$ cat config.mk
export PLATFORM = sky130hd
export DESIGN_NAME = fetch_stage
export DESIGN_NICKNAME = d
export VERILOG_FILES = /design/src/rtl/cpu_pkg.sv /design/src/rtl/if_id_reg.sv /design/src/rtl/fetch_stage.sv
export SDC_FILE = /design/constraint.sdc
export NUM_CORES = 1
export LEC_CHECK = 0
export BUFFER_PORTS_ARGS = -buffer_cell sky130_fd_sc_hd__buf_2
export CORE_MARGIN = 2
export CORE_UTILIZATION = 47
export CTS_CLUSTER_SIZE = 14
export DETAILED_ROUTE_END_ITERATION = 12
export PLACE_DENSITY = 0.77
export SETUP_SLACK_MARGIN = 0.1
export SYNTH_ARGS = -nofsm -noshare
export SYNTH_HDL_FRONTEND = slang
export SYNTH_SLANG_ARGS = --single-unit
$ cat constraint.sdc
create_clock -name clk -period 2.14 [get_ports clk]
set_clock_uncertainty 0.05 [all_clocks]
set_input_delay 0.535 -clock clk [delete_from_list [all_inputs] [get_ports clk]]
set_output_delay 0.535 -clock clk [all_outputs]
set_load 0.05 [all_outputs]
$ cat src/rtl/cpu_pkg.sv
// Shared CPU types and constants used by the fetch stage and its pipeline register.
package cpu_pkg;

    localparam int unsigned DEF_PC_W    = 32;
    localparam int unsigned DEF_INSTR_W = 32;
    localparam logic [31:0] NOP_INSTR   = 32'hE1A0_0000;  // MOV r0,r0
    localparam logic [31:0] PC_INC      = 32'd4;

    typedef enum logic [1:0] {
        StFetch = 2'd0,
        StWait  = 2'd1,
        StDrain = 2'd2
    } fetch_state_t;

endpackage

$ cat src/rtl/if_id_reg.sv
// IF/ID pipeline register with load-enable, flush-to-bubble and synchronous active-low reset.
module if_id_reg
    import cpu_pkg::*;
#(
    parameter int unsigned          PC_W    = DEF_PC_W,
    parameter int unsigned          INSTR_W = DEF_INSTR_W,
    parameter logic [INSTR_W-1:0]   NOP     = INSTR_W'(NOP_INSTR)
) (
    input  logic               clk,
    input  logic               R,
    input  logic               load_en,
    input  logic               flush,
    input  logic [INSTR_W-1:0] instr_i,
    input  logic [PC_W-1:0]    pc_i,
    input  logic [PC_W-1:0]    next_pc_i,
    output logic [INSTR_W-1:0] instr_o,
    output logic [PC_W-1:0]    pc_o,
    output logic [PC_W-1:0]    next_pc_o,
    output logic               valid_o
);

    logic [INSTR_W-1:0] instr_q;
    logic [PC_W-1:0]    pc_q;
    logic [PC_W-1:0]    next_pc_q;
    logic               valid_q;

    // Flush only turns the slot into a bubble; the PC fields keep their last values.
    always_ff @(posedge clk) begin
        if (!R) begin
            instr_q   <= NOP;
            pc_q      <= '0;
            next_pc_q <= '0;
            valid_q   <= 1'b0;
        end else if (flush) begin
            instr_q   <= NOP;
            valid_q   <= 1'b0;
        end else if (load_en) begin
            instr_q   <= instr_i;
            pc_q      <= pc_i;
            next_pc_q <= next_pc_i;
            valid_q   <= 1'b1;
        end
    end

    assign instr_o   = instr_q;
    assign pc_o      = pc_q;
    assign next_pc_o = next_pc_q;
    assign valid_o   = valid_q;

endmodule

$ cat src/rtl/fetch_stage.sv
// Instruction fetch: owns the PC, runs the imem request handshake and feeds the IF/ID register.
module fetch_stage
    import cpu_pkg::*;
#(
    parameter int unsigned        PC_W     = DEF_PC_W,
    parameter int unsigned        INSTR_W  = DEF_INSTR_W,
    parameter logic [PC_W-1:0]    RESET_PC = '0,
    parameter logic [INSTR_W-1:0] NOP      = INSTR_W'(NOP_INSTR)
) (
    input  logic               clk,
    input  logic               R,
    output logic               imem_req,
    output logic [PC_W-1:0]    imem_addr,
    input  logic [INSTR_W-1:0] imem_rdata,
    input  logic               imem_ready,
    input  logic               hz_stall,
    input  logic               br_taken,
    input  logic [PC_W-1:0]    br_target,
    output logic [INSTR_W-1:0] ID_instr,
    output logic [PC_W-1:0]    ID_pc,
    output logic [PC_W-1:0]    ID_next_pc,
    output logic               ID_valid
);

    localparam logic [PC_W-1:0] ALIGN_MASK = ~PC_W'(3);
    localparam logic [PC_W-1:0] INC        = PC_W'(PC_INC);

    fetch_state_t    state_q, state_d;
    logic [PC_W-1:0] pc_q, pc_d;
    logic [PC_W-1:0] req_addr_q, req_addr_d;
    logic            accept;

    always_ff @(posedge clk) begin
        if (!R) begin
            state_q    <= StFetch;
            pc_q       <= RESET_PC & ALIGN_MASK;
            req_addr_q <= RESET_PC & ALIGN_MASK;
        end else begin
            state_q    <= state_d;
            pc_q       <= pc_d;
            req_addr_q <= req_addr_d;
        end
    end

    always_comb begin
        state_d    = state_q;
        pc_d       = pc_q;
        req_addr_d = req_addr_q;
        accept     = 1'b0;

        if (state_q == StFetch) begin
            req_addr_d = pc_q;
        end

        if (br_taken) begin
            pc_d = br_target & ALIGN_MASK;
            unique case (state_q)
                StFetch: state_d = StFetch;
                StWait:  state_d = imem_ready ? StFetch : StDrain;
                StDrain: state_d = StDrain;
                default: state_d = StFetch;
            endcase
        end else if (hz_stall) begin
            // A stalled response is dropped and the same PC is requested again.
            if (state_q == StDrain) begin
                state_d = imem_ready ? StFetch : StDrain;
            end else begin
                state_d = StFetch;
            end
        end else begin
            unique case (state_q)
                StFetch, StWait: begin
                    if (imem_ready) begin
                        accept  = 1'b1;
                        pc_d    = pc_q + INC;
                        state_d = StFetch;
                    end else begin
                        state_d = StWait;
                    end
                end
                StDrain: state_d = imem_ready ? StFetch : StDrain;
                default: state_d = StFetch;
            endcase
        end
    end

    assign imem_req  = 1'b1;
    assign imem_addr = (state_q == StFetch) ? pc_q : req_addr_q;

    if_id_reg #(
        .PC_W    (PC_W),
        .INSTR_W (INSTR_W),
        .NOP     (NOP)
    ) u_if_id_reg (
        .clk       (clk),
        .R         (R),
        .load_en   (~hz_stall),
        .flush     (br_taken | (~hz_stall & ~accept)),
        .instr_i   (imem_rdata),
        .pc_i      (imem_addr),
        .next_pc_i (pc_q + INC),
        .instr_o   (ID_instr),
        .pc_o      (ID_pc),
        .next_pc_o (ID_next_pc),
        .valid_o   (ID_valid)
    );

endmodule

# After elaboration in Yosys (flattened, before gate mapping)
# Cells that the tools add are included.
[op_classes] bitwise_logic=6 eq_ne=3 n_mux=16 add_sub_neg=1 n_reduce_logical=9
[op_table] op="$mux W32" n=5
[op_table] op="$add A32 B3 Y32 const B" n=1
[op_table] op="$mux W2" n=4
[op_table] op="$pmux W2 S2" n=2
[op_table] op="$reduce_and A3 Y1" n=2
[op_table] op="$reduce_or A2 Y1" n=3
[op_table] op="$mux W1" n=5
[op_table] op="$not A1 Y1" n=4
[op_table] op="$reduce_bool A2 Y1" n=2
[op_table] op="$eq A2 B1 Y1 const B" n=1
[op_table] op="$eq A2 B2 Y1 const B" n=1
[op_table] op="$logic_not A2 Y1" n=1
[op_table] op="$ne A2 B1 Y1 const B" n=1
[op_table] op="$reduce_and A2 Y1" n=1
[op_table] op="$and A1 B1 Y1" n=1
[op_table] op="$or A1 B1 Y1" n=1
[word_totals] out_inout_bits=130 ff_bits=163 elab_cells=43

# Logic depth before layout (Yosys ltp)
[logic_depth] depth_word=10 ltp_mapped=10

# Hierarchy
# Synthesis repeated with hierarchy kept, for this count alone.
[hier_totals] cells_unflattened=816 area_unflattened_um2=7563.5
[by_module_without_submodules] mod="if_id_reg" seq_area_each_um2=1941.9 n_inst=1 cells_per_inst=386 area_per_inst_um2=3786.1
[by_module_without_submodules] mod="fetch_stage" seq_area_each_um2=1281.2 n_inst=1 cells_per_inst=430 area_per_inst_um2=3777.4

# Worst setup path before layout
# Ideal clock, no wire load.
[synth_path] kind="reg2out" start="reg state_q[0]" end="out imem_addr[0]" required_time_ps=1555 t_arrival_ps=1740 n_path_buf=2 stages_incl_launch_ff=6 setup_slack_ps=-185 cell_sequence="dfxtp_1 inv_1 ha_1 clkbuf_1 clkbuf_1 nor2b_1"
[synth_via] elab_chain_cells=2
[synth_lines] element="from (decl)" line_no="fetch_stage.sv:28" rtl="fetch_state_t state_q, state_d;"
[synth_lines] element="from (signal assigned)" line_no="fetch_stage.sv:35" rtl="state_q <= StFetch;"
[synth_lines] element="from (signal assigned)" line_no="fetch_stage.sv:39" rtl="state_q <= state_d;"
[synth_lines] element="$logic_not A2 Y1" line_no="fetch_stage.sv:88" rtl="assign imem_addr = (state_q == StFetch) ? pc_q : req_addr_q;"
[synth_lines] element="$mux W32"
[synth_lines] element="to (decl)" line_no="fetch_stage.sv:13" rtl="output logic [PC_W-1:0] imem_addr,"
# No other way between the ends.

# Worst setup path in the final report
[layout_path] start="reg state_q[0]" end="out imem_addr[9]"
# The elaborated chain is that of the path after synthesis.

==> reports/qor_table.md <==
| Stage | Quantity | Value |
|:---|:---|:---|
| clock network | Maximum count of clock buffers along a single path | 2 |
| sta | Post-layout min period | 2.36 ns |
| clock network | Cell chosen for the clock root | sky130_fd_sc_hd__clkbuf_16 |
| placed design | Placement-stage worst setup slack | 0.0201 ns |
| floorplan | Die Width | 124 um |
| worst setup path | R2r setup slk | 0.02 ns |
| floorplan | Vertical die dimension | 124 um |
| route | Wire length per cell after detailed routing | 18.6 um |
| route | DR pass1 iterations | 7 |
| floorplan | Site Rows | 43 |
| final layout | Cell area after layout | 10200 um^2 |
| yosys | Cell types occupying the most area after synthesis | sky130_fd_sc_hd__dfxtp_1 47%, sky130_fd_sc_hd__nor2_1 6.5%, sky130_fd_sc_hd__mux2_2 5.0% |
| floorplan | I/O pin count | 199 |
| yosys | Seq cells post-synth | 159 |
| final layout | Most common cell after layout, fill and taps aside | sky130_fd_sc_hd__buf_2 |
| sta | Setup slack of the critical path after layout | -0.218 ns |
| final layout | Area growth from synthesis to layout | 51.2% |
| grt | Initial antenna violation count | 2 |
| clock network | Worst-Skew Late Latency | 0.43 ns |
| clock network | Total number of clock tree sinks | 159 |
| clock network | CTS H-Tree Depth | 4 |
| yosys | Number of unique standard cell types used by synthesis | 43 |
| worst setup path | Crit Path Category | flip-flop to primary output |
| placed design | Gpl congestion | 0.829 |
| final layout | Fraction of layout instances using a drive strength above 1 | 41.9% |
| pwr | Worst voltage drop across the vdd grid | 0.000604 V |
| placed design | HPWL Detailed | 12200 um |
| final layout | Count of nets after finishing | 1076 |
| sta | Setup repair after global routing missed its margin | yes |
| route | 1st-iter DRT viols | 480 |
| yosys | Area fraction of the dominant cell type after synthesis | 47.4% |
| yosys | Number of warnings reported in the yosys synthesis log | 0 |
| status | Failing checks | negative setup slack |
| sta | Pin slew with the least headroom to its limit | 0.539 ns |
| sta | Portion of the clock cycle consumed by the worst path in the final layout | 110% |
| pwr | Cell area power density | 762 nW/um^2 |
| status | Result of the run | finished with violations |
| worst setup path | End of the worst register-to-register path | u_if_id_reg.next_pc_o[20] |
| floorplan | Full die area | 15300 um^2 |
| grt | Maximum number of pins on one net before global-route repair | 79 |
| worst hold path | Hold Crit Class | input pin to flip-flop |
| worst setup path | Type of element launching the critical path | flip-flop |
| grt | Overflow left after global routing | 0 |
| final layout | Most frequent cells in the layout | 161 x sky130_fd_sc_hd__buf_2, 155 x sky130_fd_sc_hd__dfxtp_1, 107 x sky130_fd_sc_hd__nor2_1 |
| grt | Vias in the first global route | 6287 |
| worst hold path | Hold depth | 3 |
| final layout | Diode count | 0 |
| worst setup path | Worst flop-to-flop path startpoint | pc_q[15] |
| sta | # setup viols final | 32 |
| pwr | Static power due to leakage | 4.59 nW |
| worst hold path | Worst hold endpoint | u_if_id_reg.instr_o[22] |
| sta | Final hold viol count | 0 |
| floorplan | Initial standard-cell utilization of the core | 48.2% |
| route | DR DRC count | 0 |
| route | Via density | 5.54 |
| worst hold path | Hold Startpoint | imem_rdata[22] |
| sta | Max-slew violation count | 0 |
| floorplan | Core footprint | 13900 um^2 |
| sta | Fmax | 424 MHz |
| clock network | Clock transition at the register clock pins on the worst setup and hold paths after CTS | 0.06 ns |
| placed design | DP Area | 8150 um^2 |
| sta | Headroom to the max-slew limit | 64.1% |
| yosys | Sequential element share of the synthesized area | 47.4% |
| yosys | Cell type contributing the most total cell area after synthesis | sky130_fd_sc_hd__dfxtp_1 |
| yosys | Number of synthesized flops with an enable pin | 0 |
| worst setup path | Largest fanout of any net on the critical path | 6 |
| grt | Combined global-route utilization of all metal layers | 26.3% |
| clock network | Number of buffers inserted during clock tree synthesis | 17 |
| route | Vias post-DR | 6619 |
| yosys | Area of the mapped netlist | 6720 um^2 |
| grt | Global-route wire length before repair | 30900 um |
| worst setup path | Arrival time reported for the critical path endpoint | 1.77 ns |
| pwr | Final Total Pwr | 0.00774 W |
| yosys | Most instantiated flip-flop cell in the synthesis netlist | sky130_fd_sc_hd__dfxtp_1 |
| yosys | Share of async-settable or async-resettable flops after synthesis | 0% |
| route | Number of nets with antenna violations after routing | 0 |
| worst setup path | Worst setup EP type | primary output |
| placed design | Count of buffers from port buffering | 193 |
| yosys | Average size of a mapped cell | 8.93 um^2 |
| worst setup path | Worst r2r path cells | 5 |
| final layout | Util after Layout | 72.9% |
| flow run | Total of max-cap violations | 0 |
| worst setup path | Worst path required time | 1.55 ns |
| route | Final Routed Wirelength | 22200 um |
| yosys | Cell count after synthesis | 752 |
| clock network | CTS tree | yes |
[critical path, stage by stage, from the launching register on]
cell and delay [ns]:
sky130_fd_sc_hd__dfxtp_2 0.33, sky130_fd_sc_hd__inv_2 0.07, sky130_fd_sc_hd__ha_4 0.19, sky130_fd_sc_hd__buf_12 0.13, sky130_fd_sc_hd__buf_12 0.13, sky130_fd_sc_hd__mux2_4 0.33, sky130_fd_sc_hd__buf_6 0.16
[flip-flops by register name, indices dropped and copies added (netlist names)]
| name | flops |
|---|---|
| req_addr_q | 32 |
| u_if_id_reg.instr_o | 32 |
| u_if_id_reg.pc_o | 32 |
| pc_q | 30 |
| u_if_id_reg.next_pc_o | 30 |
| state_q | 2 |
| u_if_id_reg.valid_o | 1 |
[metal layers]
layer | wire, um | global-route usage [%] | vias to the layer above | part of all wire [%]
met5 | 23 | 0 | - | 0.10
met4 | 680 | 9.45 | 4 | 3.1
met3 | 1830 | 8.21 | 59 | 8.3
met2 | 11000 | 45.5 | 344 | 50
met1 | 8620 | 30.6 | 3152 | 39
li1 | - | - | 3060 | -
[cell usage after synthesis, types with 7 or more instances]
master	n
sky130_fd_sc_hd__nor3_1	44
sky130_fd_sc_hd__a211o_1	7
sky130_fd_sc_hd__mux2_2	30
sky130_fd_sc_hd__nand3_1	16
sky130_fd_sc_hd__nor2b_1	8
sky130_fd_sc_hd__and2_1	37
sky130_fd_sc_hd__clkbuf_1	49
sky130_fd_sc_hd__and3_1	7
sky130_fd_sc_hd__nor2_1	116
sky130_fd_sc_hd__o21ai_0	43
sky130_fd_sc_hd__a211oi_1	13
sky130_fd_sc_hd__nand2_1	31
sky130_fd_sc_hd__mux2i_1	28
sky130_fd_sc_hd__xor2_1	24
sky130_fd_sc_hd__dfxtp_1	159
sky130_fd_sc_hd__a21oi_1	41
sky130_fd_sc_hd__nand4_1	15
sky130_fd_sc_hd__xnor2_1	30
[worst max-delay path by stage]
stage	from	end	slack, ns	depth (start not counted)
6_report	state_q[0]	imem_addr[9]	-0.22	6
5_1_grt	state_q[0]	imem_addr[2]	-0.26	6
4_1_cts	state_q[1]	imem_addr[4]	-0.20	6
3_5_place_dp	pc_q[3]	pc_q[28]	0.02	6
3_3_place_gp	pc_q[3]	pc_q[28]	0.03	6
2_1_floorplan	state_q[0]	u_if_id_reg.pc_o[10]	0.05	10
[power by group]
part	total (W)	leakage, nW	internal [W]	switching (W)
Combinational	0.00151	3.00	0.000582	0.000926
Sequential	0.00320	1.30	0.00310	0.0000942
Clock	0.00304	0.286	0.00178	0.00126
[logic make-up (layout without fill, tap and decap cells)]
kind of cell               count (synthesis)  count (layout)  synth area share (%)
AOI/OAI and AO/OA                        112             112                  9.59
xor gates and xnor gates                  54              54                  7.04
adders and majority gates                  5               5                 0.931
buffers and inverters                     69             330                  4.36
DFF                                      159             159                  47.4
muxes                                     58              58                  9.20
other                                      2               3                 0.112
and+or+nand+nor                          293             294                  21.4
[repair_timing]
action | in CTS | in global routing
setup buffers | 27 | 18
pin swaps | 3 | 32
setup endpoints to repair | 39 | 78
hold endpoints to repair | 0 | 0
hold buffers | 0 | 0
gates cloned | 5 | 8
gates resized for setup | 124 | 86
[metrics by stage]
step                cells  setup TNS, ns  hold slack [ns]
finish               1195          -5.93            0.292
global route         1195          -7.62            0.295
CTS                  1171          -5.97            0.282
detailed placement   1107              0            0.384
global placement     1107              0            0.380
floorplan             753              0            0.458
[layout make-up]
class / count / area (um^2)
Multi-Input combinational cell: 526 / 3760
Inverter: 6 / 22.5
Tap cell: 180 / 225
Clock inverter: 13 / 138
Sequential cell: 159 / 3190
Timing Repair Buffer: 292 / 2370
Fill cell: 959 / 3780
Clock buffer: 19 / 453
Note: power is estimated with default switching activity, not from simulation.
